**src/rtl/multi_debouncer.sv**
```systemverilog
// Multi-channel button debouncer: two-flop synchroniser, saturating integrator with
// hysteresis thresholds, registered press/release pulses and optional auto-repeat.
module multi_debouncer #(
  parameter int N             = 5,
  parameter int CNT_W         = 20,
  parameter int TH_ON         = 100000,
  parameter int TH_OFF        = 50000,
  parameter int REPEAT_EN     = 0,
  parameter int REPEAT_DELAY  = 50000000,
  parameter int REPEAT_PERIOD = 10000000
) (
  input  logic         CLK,
  input  logic         RST,
  input  logic [N-1:0] BTN,
  output logic [N-1:0] LEVEL,
  output logic [N-1:0] PRESS,
  output logic [N-1:0] RELEASE,
  output logic [N-1:0] REPEAT
);

  if (N < 1 || N > 32) begin : g_bad_n
    $error("multi_debouncer: N must be in 1..32");
  end
  if (TH_OFF >= TH_ON) begin : g_bad_th
    $error("multi_debouncer: TH_OFF must be below TH_ON");
  end
  if (longint'(TH_ON) > ((longint'(1) << CNT_W) - 1)) begin : g_bad_cnt_w
    $error("multi_debouncer: TH_ON does not fit in CNT_W bits");
  end
  if (REPEAT_DELAY < 1 || REPEAT_PERIOD < 1) begin : g_bad_rpt
    $error("multi_debouncer: REPEAT_DELAY and REPEAT_PERIOD must be at least 1");
  end

  localparam logic [CNT_W-1:0] CNT_MAX = '1;
  localparam logic [CNT_W-1:0] ON_C    = CNT_W'(TH_ON);
  localparam logic [CNT_W-1:0] OFF_C   = CNT_W'(TH_OFF);

  logic [N-1:0] sync1;
  logic [N-1:0] sync2;

  always_ff @(posedge CLK) begin
    if (RST) begin
      sync1 <= '0;
      sync2 <= '0;
    end else begin
      sync1 <= BTN;
      sync2 <= sync1;
    end
  end

  for (genvar i = 0; i < N; i++) begin : g_ch
    logic [CNT_W-1:0] cnt;
    logic             level;
    logic             press;
    logic             rel;
    logic             rise;
    logic             fall;

    // Thresholds are checked against the pre-edge count, so the level moves one edge
    // after the count reaches them; reset clears level without a release pulse.
    assign rise = !level && (cnt >= ON_C);
    assign fall = level && (cnt <= OFF_C);

    always_ff @(posedge CLK) begin
      if (RST) begin
        cnt   <= '0;
        level <= 1'b0;
        press <= 1'b0;
        rel   <= 1'b0;
      end else begin
        if (sync2[i] && cnt != CNT_MAX) begin
          cnt <= cnt + 1'b1;
        end else if (!sync2[i] && cnt != '0) begin
          cnt <= cnt - 1'b1;
        end
        press <= rise;
        rel   <= fall;
        if (rise) begin
          level <= 1'b1;
        end else if (fall) begin
          level <= 1'b0;
        end
      end
    end

    assign LEVEL[i]   = level;
    assign PRESS[i]   = press;
    assign RELEASE[i] = rel;

    if (REPEAT_EN != 0) begin : g_rpt
      localparam logic [1:0] IDLE = 2'd0;
      localparam logic [1:0] HOLD = 2'd1;
      localparam logic [1:0] RPT  = 2'd2;
      localparam int RMAX  = (REPEAT_DELAY > REPEAT_PERIOD) ? REPEAT_DELAY : REPEAT_PERIOD;
      localparam int TMR_W = $clog2(RMAX + 1);
      localparam logic [TMR_W-1:0] DLY_LAST = TMR_W'(REPEAT_DELAY - 1);
      localparam logic [TMR_W-1:0] PER_LAST = TMR_W'(REPEAT_PERIOD - 1);

      logic [1:0]       state;
      logic [TMR_W-1:0] timer;
      logic             rpt;

      // Timer restarts at 0 on every state entry, including each RPT->RPT pulse.
      always_ff @(posedge CLK) begin
        if (RST) begin
          state <= IDLE;
          timer <= '0;
          rpt   <= 1'b0;
        end else begin
          rpt <= 1'b0;
          if (fall) begin
            state <= IDLE;
            timer <= '0;
          end else begin
            case (state)
              IDLE: begin
                timer <= '0;
                if (rise) state <= HOLD;
              end
              HOLD: begin
                if (timer == DLY_LAST) begin
                  state <= RPT;
                  timer <= '0;
                  rpt   <= 1'b1;
                end else begin
                  timer <= timer + 1'b1;
                end
              end
              RPT: begin
                if (timer == PER_LAST) begin
                  timer <= '0;
                  rpt   <= 1'b1;
                end else begin
                  timer <= timer + 1'b1;
                end
              end
              default: begin
                state <= IDLE;
                timer <= '0;
              end
            endcase
          end
        end
      end

      assign REPEAT[i] = rpt;
    end else begin : g_norpt
      assign REPEAT[i] = 1'b0;
    end
  end

endmodule
```
**config.mk**
```make
export PLATFORM = sky130hd
export DESIGN_NAME = multi_debouncer
export DESIGN_NICKNAME = d
export VERILOG_FILES = /design/src/rtl/multi_debouncer.sv
export SDC_FILE = /design/constraint.sdc
export NUM_CORES = 1
export LEC_CHECK = 0
export ABC_AREA = 1
export ABC_CLOCK_PERIOD_IN_PS = 3000
export BUFFER_PORTS_ARGS = -buffer_cell sky130_fd_sc_hd__buf_2
export CORE_UTILIZATION = 61
export DETAILED_ROUTE_END_ITERATION = 8
export GPL_TIMING_DRIVEN = 0
export PLACE_DENSITY = 0.83
export SLEW_MARGIN = 20
export SYNTH_ARGS = -nofsm -noshare
export SYNTH_HDL_FRONTEND = slang
export SYNTH_SLANG_ARGS = --single-unit
```
**constraint.sdc**
```tcl
create_clock -name CLK -period 3 [get_ports CLK]
set_input_delay 0.45 -clock CLK [delete_from_list [all_inputs] [get_ports CLK]]
set_output_delay 0.45 -clock CLK [all_outputs]
set_load 0.005 [all_outputs]
```
**Word level (Yosys, flattened, before mapping)**

Cells that the tools add are included.

- Flip-flop bits (word level): 125
- Bits of input ports: 7
- Word-level logic and storage cells: 112

- Add/subtract/negate cells: 10
- Order comparisons: 10
- Eq/ne operators: 5
- Muxes and demuxes: 20
- Reductions and logical operators: 45

Operators by type and width:

| cell | number |
|---|---|
| 20-bit 2-to-1 mux | 10 |
| 20-bit by 1-bit adder with 20-bit output, second input constant | 5 |
| 20-bit by 17-bit greater-or-equal comparator with 1-bit output, second input constant | 5 |
| 20-bit by 16-bit <= comparator with 1-bit output, second input constant | 5 |
| 20-bit != test, second input constant | 5 |
| 20-bit nonzero test | 5 |
| 20-bit by 1-bit subtractor with 20-bit output, second input constant | 5 |
| 1-bit logical AND | 20 |
| 2-bit nonzero test | 10 |
| 1-bit logical NOT | 10 |
| 1-bit 2-to-1 mux | 10 |

**Logic depth before layout (Yosys ltp)**

- Word-level depth: 4
- Mapped depth: 19
- Mapped depth without buffers: 19

**Least setup slack after synthesis**

OpenSTA, ideal clock, no wires.

- Path kind: register to register
- Start point: register g_ch[3].cnt[9]
- End point: register g_ch[3].cnt[19]
- Arrival time: 2.325 ns
- Data required time: 2.885 ns
- Slack: 0.560 ns
- Stages on the path, launching flop included: 16
- Buffers on the path: 0
- Period minus slack after synthesis: 2.440 ns
- Cells stage by stage: dfxtp_1 > nand2_1 > inv_1 > nand2_1 > nor2_1 > nand4_1 > nand2_1 > ha_1 > nand2_1 > nand3_1 > nand3_1 > nand3_1 > nand2_1 > nand3_1 > a21oi_1 > nor2_1

- Longest elaborated chain between the ends: 3
- Elaborated cells between the ends (all ways): 9
- Those cells by class: add/sub: 2; eq/ne: 1; mux: 2; reduce/logical: 4

RTL lines:

| what | line | text |
|---|---|---|
| from (decl) | 52 | `logic [CNT_W-1:0] cnt;` |
| from (signal assigned) | 72 | `cnt <= cnt + 1'b1;` |
| from (signal assigned) | 74 | `cnt <= cnt - 1'b1;` |
| 20-bit by 1-bit subtractor with 20-bit output, or another cell as far along | 74 |  |
| 20-bit 2-to-1 mux, or another cell as far along | 73 | `end else if (!sync2[i] && cnt != '0) begin` |
| 20-bit 2-to-1 mux / 2-bit nonzero test (equally long branches) | -- |  |

Several ways; a longest one is shown, not always the timed one. The select of a mux whose other input is x is not followed.
A chain may end at the register's enable or synchronous reset.

**Worst setup path after layout**

- Start point: register g_ch[0].cnt[14]
- End point: register g_ch[0].cnt[15]

- Longest elaborated chain between the ends: 3
- Elaborated cells between the ends (all ways): 9
- Those cells by class: add/sub: 2; eq/ne: 1; mux: 2; reduce/logical: 4

RTL lines:

| what | line |
|---|---|
| from (decl) | 52 |
| from (signal assigned) | 72 |
| from (signal assigned) | 74 |
| 20-bit by 1-bit subtractor with 20-bit output, or another cell as far along | 74 |
| 20-bit 2-to-1 mux, or another cell as far along | 73 |
| 20-bit 2-to-1 mux / 2-bit nonzero test (equally long branches) | -- |

Several ways; a longest one is shown, not always the timed one. The select of a mux whose other input is x is not followed.

==> summary by stage <==
Outcome
The flow ran to the end, and the final reports show no timing, DRC or antenna violations.

Clock tree
At the later pin of the worst-skew pair, clock insertion delay measures between 0.4 and 0.5 ns. The root buffer cell chosen for the clock tree is sky130_fd_sc_hd__clkbuf_16. TritonCTS built the clock tree. The clock slew at the register clock pins of the worst setup and hold paths is approximately 0.060 ns. TritonCTS created 17 clock buffers. The number of hold buffers added after cts is 0. The sink count of the clock tree is approximately 130. The number of H-tree levels is 4.

The buffer levels on the longest clock path is 2.

Global routing
The number of global-route vias before repair is just over 10000. The initial antenna violation count is 0. The maximum number of pins on one net before global-route repair is 23. The wire length of the first global-routing pass is 44900 microns. The remaining global-route overflow is 0. Global routing consumed, over all layers together, a little under a third of the routing resources.

Die
The die height is between 100 and 150 microns. The horizontal die dimension is around 130 microns. The number of ports placed on the die boundary is 27. For this configuration, the core starts out at a cell density of between 60% and 70%.

The die footprint is ~0.018 sq mm. After floorplanning, the core was divided into 47 placement rows. The core region is 0.0168 sq mm.

Place
The routability congestion estimate from global placement is roughly 0.94. Timing analysis after detailed placement gives a worst setup slack of -0.0723 ns. The port buffer count is 21. The HPWL after detailed placement is 20000 microns. The instance area at placement is between 0.01 and 0.015 sq mm.

Finish
Cells fill just over 70% of the core in the end. Leaving out fill and tap cells, the most frequent cells in the layout are sky130_fd_sc_hd__nand2_1 (492), sky130_fd_sc_hd__inv_1 (238), sky130_fd_sc_hd__nor2_1 (210), sky130_fd_sc_hd__a21oi_1 (155), sky130_fd_sc_hd__nand3_1 (135). With fillers left out, the area of the finished cells amounts to approximately 0.012 sq mm. The growth of design area from synthesis to finish is 11.6%. The most common library cell in the layout ignoring fill and taps is sky130_fd_sc_hd__nand2_1. The fraction of layout instances using a drive strength above 1 is about 7.9%. Counting the fill cells in the layout gives between 1000 and 1500. The number of antenna diodes in the final layout is 0. The number of nets at the end of the flow is 1886.

Setup path
STA classifies the critical path endpoint as a flip-flop. For the worst setup path, the data arrival time is 3.21 ns. The setup path with the least slack is of type reg2reg.

Traced cell by cell, the critical path runs through nand2_1, nor2_1, nand4_1, o21ai_4, buf_4, ha_1, a21oi_1, and2_1, nand3_1, nand2_1, nand2_1, nand2_1, nand2_1, a21oi_1. For this run, the slowest stage of the critical path takes 0.42 ns. The required time of the worst setup path is about 3.4 ns. STA classifies the critical path startpoint as a flip-flop. The cell family contributing the most delay on the critical path is simple AND/OR/NAND/NOR gates. The highest fanout seen on the critical path is 5. The most numerous cell on the critical path is sky130_fd_sc_hd__nand2_1. Counting both buffers and inverters, the worst setup path holds a total of 1.

The slowest stage cell on the critical path is sky130_fd_sc_hd__dfxtp_1.

Routing
The post-detailed-routing wire length is roughly 28000 microns. The initial detailed-routing violation count is 930. The highest metal layer carrying signal wires in the routed design is met4. In the final routed layout, each cell accounts on average for 13.7 microns. After detailed routing, the wire length on met1 is 12000 microns.

The DRC violation count after routing is 0. Detailed routing placed a total of approximately 13000 microns of wire on met2. The via-per-instance ratio is roughly 5.6. The via count is between 10000 and 15000. The first detailed-routing pass ran for 5 iterations. The detailed-routed wire length on met3 is around 1800 microns.

The remaining number of nets flagged by the antenna check after routing is 0.

Power
For this design the static power due to leakage is around 6.2 nW. VDD sags by at most around 0.56 mV. The completed layout was analyzed and its total power is between 10 and 15 mW.

Power spread over the standard cell area amounts to 1160 mW/mm^2.

STA
Across the routed clock network, the largest skew measured is a little under 0.01 ns. Setup repair after global routing could not meet its margin everywhere. Setup violations remaining at the end of the flow were counted as 0.

The slew at the pin with the worst max-slew slack is 0.734 ns. The final-report max-slew violation count was 0. In this run the tightest slew margin relative to its limit is between 50% and 60%. The minimum clock period after layout is about 2.8 ns. In the finished design, the share of the clock period the worst path needs comes to 95.0%.

The fmax is 0.351 GHz. Hold timing on the final database bottoms out at a slack of between 0.2 and 0.25 ns. The slack of the critical path is about 0.15 ns. The number of hold violations in the final report is 0.

Synthesis
The mean area per synthesized cell is roughly 6.2 sq um. For this run, the number of Yosys warnings is 0. Synthesis produced between 1500 and 2000 cells. The share of the yosys chip area belonging to registers is between 20% and 30%.

After synthesis, the share of flip-flops with an asynchronous set or reset is 0%. In the synthesized netlist the dominant register cell turns out to be sky130_fd_sc_hd__dfxtp_1. The number of storage elements in the synthesis netlist is roughly 130. Yosys mapped a number of flops with a built-in enable equal to 0. The synthesized netlist occupies a cell area of approximately 0.011 sq mm. The number of distinct standard cells referenced by the synthesized netlist is 43.

Run
The number of max-capacitance violations reported is 0.

Worst hold path
The type of the most critical hold path is in2reg.
[Yosys cell counts, types with 3 or more instances]
| master | instances | area (sq um) |
|---|---|---|
| sky130_fd_sc_hd__fa_1 | 5 | 100 |
| sky130_fd_sc_hd__nand2_1 | 494 | 1850 |
| sky130_fd_sc_hd__nor3_1 | 21 | 105 |
| sky130_fd_sc_hd__nor3b_1 | 4 | 30.0 |
| sky130_fd_sc_hd__nand4_1 | 23 | 144 |
| sky130_fd_sc_hd__nor2_2 | 4 | 25.0 |
| sky130_fd_sc_hd__nand2_2 | 7 | 43.8 |
| sky130_fd_sc_hd__dfxtp_1 | 125 | 2500 |
| sky130_fd_sc_hd__xnor2_1 | 32 | 280 |
| sky130_fd_sc_hd__nor4_1 | 7 | 43.8 |
| sky130_fd_sc_hd__clkbuf_1 | 3 | 11.3 |
| sky130_fd_sc_hd__nand3_2 | 3 | 30.0 |
| sky130_fd_sc_hd__nand2_4 | 4 | 45.0 |
| sky130_fd_sc_hd__nor2_1 | 210 | 788 |
| sky130_fd_sc_hd__a21o_1 | 5 | 37.5 |
| sky130_fd_sc_hd__a21oi_2 | 11 | 96.3 |
| sky130_fd_sc_hd__o21bai_1 | 11 | 82.6 |
| sky130_fd_sc_hd__a21oi_1 | 155 | 776 |
| sky130_fd_sc_hd__o21ai_4 | 3 | 48.8 |
| sky130_fd_sc_hd__buf_4 | 22 | 165 |
| sky130_fd_sc_hd__a211oi_1 | 4 | 30.0 |
| sky130_fd_sc_hd__ha_1 | 90 | 1130 |
| sky130_fd_sc_hd__and2_1 | 9 | 56.3 |
| sky130_fd_sc_hd__o21ai_0 | 27 | 135 |
| sky130_fd_sc_hd__buf_6 | 5 | 56.3 |
| sky130_fd_sc_hd__nand3b_1 | 16 | 120 |
| sky130_fd_sc_hd__inv_1 | 238 | 893 |
| sky130_fd_sc_hd__nand3_1 | 136 | 681 |
| sky130_fd_sc_hd__xor2_1 | 18 | 158 |
| sky130_fd_sc_hd__a31oi_1 | 11 | 68.8 |
[layer usage]
layer	global-route usage, %	vias up
met4	14.3	0
met1	38.8	4994
li1	-	5691
met5	0	-
met3	4.01	95
met2	51.8	417
[repair_timing]
item                       CTS  global route
gates resized for setup      3             8
buffers inserted             0            15
pin swaps                    2             7
setup endpoints to repair   12            43
gates cloned                 2             3
[registers in the layout, summed over array words and instances, names as in the netlist]
register and flops:
g_ch.cnt 100, sync1 5, g_ch.press 5, g_ch.rel 5
sync2 5, g_ch.level 5
[layout make-up]
cell class	instances	area, sq um	share of cell area [%]
multi-input cells	1332	7110	59.7
flip-flops and latches	125	2500	21.0
inverters	239	897	7.53
clock buffers	19	443	3.72
well taps	220	275	2.31
plain buffers	33	263	2.21
repair buffers	36	243	2.04
clock inverters	12	170	1.43
[report_power, final]
part           total, mW  switching [mW]  internal [mW]
Clock               2.19           0.788           1.40
Sequential          3.01           0.725           2.29
Combinational       8.62            5.28           3.34
[cell families (layout without fill, tap and decap cells)]
group,Yosys count,in the layout,share of synthesized area (%)
AND/OR/NAND/NOR,944,946,37.7
flip-flops,125,125,23.5
adder cells (fa/ha/maj),95,95,11.5
AO/OA/AOI/OAI,233,236,12.4
XOR/XNOR,50,50,4.10
other,1,5,0.0351
buffers and inverters,272,339,10.9
[through the flow]
stage	cells	TNS, ns
finish	2016	0
detailed placement	1965	-0.191
CTS	1998	0
global route	2016	-0.0126
global placement	1965	-0.00498
floorplan	1724	0
[worst min-delay path: cells and delay by family]
kind | cells | cell delay, ns
simple gates | 1 | 0.06
buf+inv | 2 | 0.11
[worst paths after layout]
kind / from / to / cells after the start / slack (ns)
setup / recovery: g_ch[0].cnt[14] / g_ch[0].cnt[15] / 14 / 0.15
hold / removal: BTN[2] / sync1[2] / 3 / 0.23
setup reg to reg: g_ch[0].cnt[14] / g_ch[0].cnt[15] / 14 / 0.15
hold reg to reg: sync1[2] / sync2[2] / 2 / 0.40
(Power assumes the default switching activity.)
